[src/rtl/chip_prog_receiver.sv]
// chip_prog_receiver: chip-side serial gain programming receiver.
// Ports: i_mainclk/i_reset, i_sclk/i_sdin (async serial in), o_gainA1, o_ready, o_busy, o_frame_err.
module chip_prog_receiver #(
  parameter int                 NBITS        = 5,
  parameter int                 HDRBITS      = 2,
  parameter logic [HDRBITS-1:0] HEADER       = 2'b00,
  parameter int                 TIMEOUT      = 64,
  parameter int                 DEFAULT_GAIN = 0
) (
  input  logic                       i_mainclk,
  input  logic                       i_reset,
  input  logic                       i_sclk,
  input  logic                       i_sdin,
  output logic [NBITS-HDRBITS-1:0]   o_gainA1,
  output logic                       o_ready,
  output logic                       o_busy,
  output logic                       o_frame_err
);

  localparam int GW = NBITS - HDRBITS;
  localparam int TW = (TIMEOUT > 1) ? $clog2(TIMEOUT) : 1;
  localparam int BW = $clog2(NBITS + 1);

  localparam logic [TW-1:0] TMO_MAX  = TW'(TIMEOUT - 1);
  localparam logic [BW-1:0] LAST_BIT = BW'(NBITS - 1);

  localparam logic [1:0] S_IDLE = 2'd0;
  localparam logic [1:0] S_RECV = 2'd1;
  localparam logic [1:0] S_DONE = 2'd2;
  localparam logic [1:0] S_ERR  = 2'd3;

  logic [1:0]       r_state;
  logic             r_sclk_s1;
  logic             r_sclk_s2;
  logic             r_sclk_s3;
  logic             r_sdin_s1;
  logic             r_sdin_s2;
  logic [NBITS-2:0] r_shift;
  logic [BW-1:0]    r_bitcnt;
  logic [TW-1:0]    r_tmo;
  logic [GW-1:0]    r_gain;
  logic             r_ready;
  logic             r_busy;
  logic             r_err;

  logic               w_rise;
  logic               w_fall;
  logic               w_last;
  logic [NBITS-1:0]   w_word;
  logic [HDRBITS-1:0] w_hdr;

  assign w_rise = r_sclk_s2 & ~r_sclk_s3;
  assign w_fall = ~r_sclk_s2 & r_sclk_s3;
  assign w_last = (r_bitcnt == LAST_BIT);
  // Completed word includes the bit arriving this cycle.
  assign w_word = {r_shift, r_sdin_s2};
  assign w_hdr  = w_word[NBITS-1 -: HDRBITS];

  // Synchronizers reset to the sclk idle level so reset never fakes an edge.
  always_ff @(posedge i_mainclk) begin
    if (i_reset) begin
      r_sclk_s1 <= 1'b1;
      r_sclk_s2 <= 1'b1;
      r_sclk_s3 <= 1'b1;
      r_sdin_s1 <= 1'b1;
      r_sdin_s2 <= 1'b1;
    end else begin
      r_sclk_s1 <= i_sclk;
      r_sclk_s2 <= r_sclk_s1;
      r_sclk_s3 <= r_sclk_s2;
      r_sdin_s1 <= i_sdin;
      r_sdin_s2 <= r_sdin_s1;
    end
  end

  always_ff @(posedge i_mainclk) begin
    if (i_reset) begin
      r_state  <= S_IDLE;
      r_shift  <= '0;
      r_bitcnt <= '0;
      r_tmo    <= '0;
      r_gain   <= GW'(DEFAULT_GAIN);
      r_ready  <= 1'b0;
      r_busy   <= 1'b0;
      r_err    <= 1'b0;
    end else begin
      case (r_state)
        S_IDLE: begin
          if (w_fall) begin
            r_state  <= S_RECV;
            r_bitcnt <= '0;
            r_tmo    <= '0;
            r_busy   <= 1'b1;
          end
        end
        S_RECV: begin
          if (w_rise) begin
            r_shift  <= w_word[NBITS-2:0];
            r_bitcnt <= r_bitcnt + 1'b1;
            r_tmo    <= '0;
            if (w_last) begin
              r_busy <= 1'b0;
              if (w_hdr == HEADER) begin
                r_state <= S_DONE;
                r_gain  <= w_word[GW-1:0];
                r_ready <= 1'b1;
                r_err   <= 1'b0;
              end else begin
                r_state <= S_ERR;
                r_err   <= 1'b1;
              end
            end
          end else if (r_tmo == TMO_MAX) begin
            r_state <= S_ERR;
            r_err   <= 1'b1;
            r_busy  <= 1'b0;
          end else begin
            r_tmo <= r_tmo + 1'b1;
          end
        end
        S_DONE: begin
          // Reprogram: gain keeps its old value until the new frame lands.
          if (w_fall) begin
            r_state  <= S_RECV;
            r_ready  <= 1'b0;
            r_bitcnt <= '0;
            r_tmo    <= '0;
            r_busy   <= 1'b1;
          end
        end
        S_ERR: begin
          if (w_fall) begin
            r_state  <= S_RECV;
            r_err    <= 1'b0;
            r_bitcnt <= '0;
            r_tmo    <= '0;
            r_busy   <= 1'b1;
          end
        end
        default: begin
          r_state <= S_IDLE;
        end
      endcase
    end
  end

  assign o_gainA1    = r_gain;
  assign o_ready     = r_ready;
  assign o_busy      = r_busy;
  assign o_frame_err = r_err;

endmodule
[config.mk]
export PLATFORM = sky130hd
export DESIGN_NAME = chip_prog_receiver
export DESIGN_NICKNAME = d
export VERILOG_FILES = /design/src/rtl/chip_prog_receiver.sv
export SDC_FILE = /design/constraint.sdc
export NUM_CORES = 1
export LEC_CHECK = 0
export BUFFER_PORTS_ARGS = -buffer_cell sky130_fd_sc_hd__buf_2
export CORE_ASPECT_RATIO = 1.5
export CORE_MARGIN = 3
export CORE_UTILIZATION = 45
export CTS_CLUSTER_DIAMETER = 80
export DETAILED_ROUTE_END_ITERATION = 12
export SLEW_MARGIN = 20
export SYNTH_ARGS = -nofsm -noshare
export SYNTH_HDL_FRONTEND = slang
export SYNTH_SLANG_ARGS = --single-unit
[constraint.sdc]
create_clock -name i_mainclk -period 3.68 [get_ports i_mainclk]
set_input_delay 0.736 -clock i_mainclk [delete_from_list [all_inputs] [get_ports i_mainclk]]
set_output_delay 0.736 -clock i_mainclk [all_outputs]
set_load 0.01 [all_outputs]
Yosys cells after proc, flatten, opt, wreduce, memory -nomap -nowiden
Index checks and enable logic that the tools add are counted.
Storage, ports and cells
  bits in registers: 26
  word-level logic and storage cells: 73
  input port bits: 4
  output and inout bits: 6
Operators by class
  add/sub/neg operators: 2
  bitwise operators: 4
  equal/unequal tests: 14
  muxes and demuxes: 28
  reductions and logical operators: 12
Operators with widths (count)
  $mux 6: 3
  $mux 1: 13
  $pmux 6 s2: 1
  $ne 2x2->1 const B: 5
  $ne 3x3->1 const B: 3
  $mux 2: 4
  $reduce_and 4->1: 2
  $add 6x1->6 const B: 1
  $eq 6x6->1 const B: 1
  $mux 3: 2
  $pmux 1 s2: 3
  $pmux 3 s2: 1
  $reduce_and 2->1: 3
  $reduce_and 5->1: 1
  $eq 2x2->1 const B: 2
  $logic_not 2->1: 2
  $pmux 2 s2: 1
  $reduce_bool 2->1: 2
  $add 3x1->3 const B: 1
  $eq 3x3->1 const B: 1
  $reduce_and 3->1: 1
  $reduce_or 3->1: 1
  $and 1x1->1: 2
  $eq 2x1->1 const B: 1
  2 further kinds: 3

Logic depth before layout (Yosys ltp)
  depth in word-level cells: 5
  depth in mapped cells: 6
  mapped depth without buffers: 6

Worst setup path before layout
OpenSTA, ideal clock, no wires.
  kind: register to register
  from: register r_tmo[0]
  to: register r_err (netlist: o_frame_err)
  arrival: 1.279 ns
  setup time: 0.136 ns
  path buffers: 0
  slack: 2.265 ns
  cell stages (with the launch flop): 6
  period minus slack after synthesis: 1.415 ns
  required time: 3.544 ns
  path through: dfxtp_1 ha_1 and4_1 and4_1 a221oi_1 o32ai_1
On the way
  word-level cells in the longest chain between the ends: 3
RTL lines
  from (decl): line 40  | logic [TW-1:0] r_tmo;
  from (signal assigned): line 118  | r_tmo <= r_tmo + 1'b1;
  $eq 6x6->1: line 113  | end else if (r_tmo == TMO_MAX) begin
  $ne 3x3->1 (no source line)
  $reduce_and 4->1 (no source line)
  to (signal assigned): line 107  | r_err <= 1'b0;
  to (signal assigned): line 110  | r_err <= 1'b1;
  to (signal assigned): line 115  | r_err <= 1'b1;
  to (decl): line 44  | logic r_err;
Every way passes these cells.
A chain may end at the register's enable or synchronous reset.

Worst setup path in the final report
  from: register r_sclk_s2
  to: register r_ready (netlist: o_ready)
On the way
  word-level cells in the longest chain between the ends: 4
  elaborated cells on any way between the ends: 6
  classes of those cells: eq/ne (2); bitwise (3); reduce/logical (1)
RTL lines
  from (decl): line 34  | logic r_sclk_s2;
  from (signal assigned): line 69  | r_sclk_s2 <= r_sclk_s1;
  $not 1->1: line 53  | assign w_fall = ~r_sclk_s2 & r_sclk_s3;
  $and 1x1->1: line 53
  $ne 2x2->1 (no source line)
  $reduce_and 5->1 (no source line) (*)
  to (signal assigned): line 83  | r_ready <= 1'b0;
  to (signal assigned): line 106  | r_ready <= 1'b1;
  to (signal assigned): line 125  | r_ready <= 1'b0;
  to (decl): line 42  | logic r_ready;
Mark *: on every way between the ends. The rest lies on a longest branch, timed or not.

==> implementation parameters <==
Parameter                              Value

Die
  Area of the die    approximately 3400 um^2
  Vertical die dimension    between 60 and 70 um
  Total core area    approximately 2500 um^2
  Starting density of the core    0.486
  Horizontal extent of the die    between 40 and 50 um
  Top Ports    10
  Standard-cell rows    22

Yosys
  FFs w/ async S/R, synth    0
  Flip-flop and latch count after synthesis    26
  Netlist cell types    41
  Syn_nets    around 140
  Cells after synthesis    roughly 130
  Post-Syn Area per Cell    between 9 and 10 um^2
  Dominant cell type by area after synthesis    dfxtp_1
  Share of Yosys cell area claimed by the top area cell type    0.428
  YS warnings    0
  Area of the mapped netlist    1220 um^2
  Seq/Total Area, Yosys    0.428
  Most common cell in the netlist    dfxtp_1
  Synth top area cells    dfxtp_1, mux2i_1, nor2_1, a21oi_1, ha_1
  Most instantiated flip-flop cell in the synthesis netlist    dfxtp_1
  Number of flops mapped to enable cells by yosys    0
  Most frequent cells after synthesis    dfxtp_1, nor2_1, a21oi_1

STA
  Max-slew violations    0
  Final Hold Fails    0
  Maximum operating frequency    around 570 MHz
  Share of the cycle needed by the critical path after routing    0.481
  Setup TNS Final    0 ns
  Tmin final    roughly 1.8 ns
  Remaining max-slew budget at the tightest pin    0.714
  Unrepaired setup endpoints after global routing    false
  Worst Skew    ~0.006 ns
  Total of endpoints with negative setup slack in the final report    0
  Least-Margin Pin Slew    about 0.43 ns

Cells and area
  Post-layout instance area    about 1300 um^2
  Share of final-layout standard cells stronger than drive strength 1    0.154
  Combined area of the multi-input logic cells    between 600 and 700 um^2
  Nets@finish    between 100 and 150
  Number of diodes added for antenna fixing    0
  Util after Layout    0.518
  Area overhead of the layout relative to synthesis    6.58%
  FILL cells    between 200 and 250
  Sequential cell area in the final layout    between 500 and 600 um^2

Clock network
  Post-CTS setup buffers    0
  Clk buf depth    2
  Number of buffers inserted for hold repair after clock tree synthesis    0
  Clock tree from TritonCTS    built
  Clock slew at reported path FFs    ~0.13 ns
  Sinks on the clock net    26
  Number of buffers inserted during clock tree synthesis    3
  Insertion delay of the later-clocked pin in the worst-skew pair    about 0.32 ns
  Clock root cell    clkbuf_4
  Post-cts repair resize count    0
  Maximum level of the CTS H-tree    1

Pwr
  VDD IR max    0.221 mV
  Cell Pwr Density    ~350 nW/um^2
  Static leakage power    0.466 nW

Critical path
  Largest stage delay on the critical path    between 0.5 and 0.6 ns
  Data arrival, critical path    about 2 ns
  Crit. End Element    register
  Largest driver fanout on the critical path    15
  Slack of the worst reg-to-reg path    1.91 ns
  WP buf/inv    0
  Slowest stage cell, crit path    dfxtp_1
  Critical path required time    a little under 4 ns
  Startpoint kind of the worst setup timing path    register
  Family with the most delay on the worst path    simple AND/OR/NAND/NOR gates
  Setup CP Type    register to register
  Ordered cell list for the critical path    and4bb_1 > nand4_4 > nor2b_4 > a311oi_1

Global routing
  Aggregate global routing overflow    0
  Global Route Usage Sum    0.153
  Largest net degree at the start of global routing    23
  Vias in the first global route    about 900
  First-pass GRT wire length    between 4 and 5 mm
  Number of antenna violations at the first check in global routing    0

Placed design
  Estimated wirelength of the detail-placed design    1.78 mm
  Port bufs    9
  Routability cong.    0.783
  Post-Place Cell Area    1260 um^2

Worst hold path
  Kind of path behind the tightest hold check    register to register

Routing
  Vias/cell    roughly 5.8
  Violation count after the first detailed-routing iteration    17
  Routed wire length    2.42 mm
  DRC violations left    0
  WL per Instance    between 10 and 15 um
  Number of routed nets with antenna violations    0
  DR vias    between 1000 and 1500
  Total iterations of the first detailed-routing run    4

Job
  Max-cap violations    0

Outcome
  Status    finished clean
-- worst reg2reg max path, stage by stage (launching register included) --
cell and delay [ns]:
dfxtp_1 0.57, and4bb_1 0.53, nand4_4 0.19, nor2b_4 0.17
a311oi_1 0.23
-- sequential cells by signal (all words and copies together) (netlist names) --
register and cells:
o_busy 1, o_frame_err 1, o_gainA1 3, o_ready 1, r_bitcnt 3, r_sclk_s1 1
r_sclk_s2 1, r_sclk_s3 1, r_sdin_s1 1, r_sdin_s2 1, r_shift 4, r_state 2
r_tmo 6
-- path summary, 6_finish.rpt --
kind	startpoint	end	cells after the start
min	r_sclk_s1	r_sclk_s2	1
max reg2reg	r_sclk_s2	o_ready	4
max	r_sclk_s2	o_ready	4
min reg2reg	r_sclk_s1	r_sclk_s2	1
-- cell families after synthesis --
kind of cell,count (synthesis),share of synthesized area
XOR/XNOR,2,0.0144
AO/OA/AOI/OAI,31,0.174
flip-flops,26,0.428
buffers and inverters,13,0.0534
adder cells (fa/ha/maj),3,0.0308
AND/OR/NAND/NOR,49,0.243
multiplexers,7,0.0576
-- cells in the final DEF, fill, tap and decap left out, types with 2 or more instances in the layout --
| cell type | count |
|---|---|
| a2111oi_0 | 3 |
| a22oi_1 | 2 |
| buf_2 | 9 |
| nor3_1 | 5 |
| ha_1 | 3 |
| mux2i_1 | 7 |
| inv_1 | 5 |
| nor4_1 | 2 |
| a21oi_1 | 9 |
| o31ai_1 | 3 |
| a211oi_1 | 2 |
| or2_2 | 5 |
| nand2b_1 | 2 |
| nand2_1 | 5 |
| nand3_1 | 3 |
| dfxtp_1 | 26 |
| clkbuf_4 | 3 |
| nor2_1 | 13 |
| a221oi_1 | 2 |
| nor2b_1 | 2 |
| and4_1 | 2 |
| o21ai_0 | 4 |
-- routing by layer --
layer | share of wire | track usage | vias up
li1 | - | - | 492
met1 | 0.41 | 0.167 | 480
met2 | 0.54 | 0.281 | 23
met3 | 0.029 | 0.0258 | 7
met4 | 0.023 | 0.0728 | 0
met5 | 0 | 0 | -
-- report_power, final --
group	total, mW	internal (mW)	switching [mW]
Sequential	0.290	0.286	0.00449
Combinational	0.0233	0.00854	0.0148
Clock	0.140	0.0605	0.0790
Total	0.453	0.355	0.0982
-- stage by stage --
stage / power [mW] / hold WS, ns / std cells / setup slack [ns]
final: 0.453 / 0.430 / 172 / 1.91
after global routing: 0.475 / 0.443 / 172 / 1.77
after CTS: 0.460 / 0.437 / 172 / 1.91
after detailed placement: 0.320 / 0.403 / 168 / 1.95
after global placement: 0.319 / 0.397 / 168 / 1.99
after floorplan: 0.315 / 0.389 / 131 / 2.27
-- final cells by class --
type                       count  share of cell area
clock buffer                   4              0.0280
inverter                       5              0.0145
multi-input combinational     92               0.487
sequential                    26               0.401
tap                           36              0.0347
timing repair buffer           9              0.0347
Power figures use the tool's default switching activity.
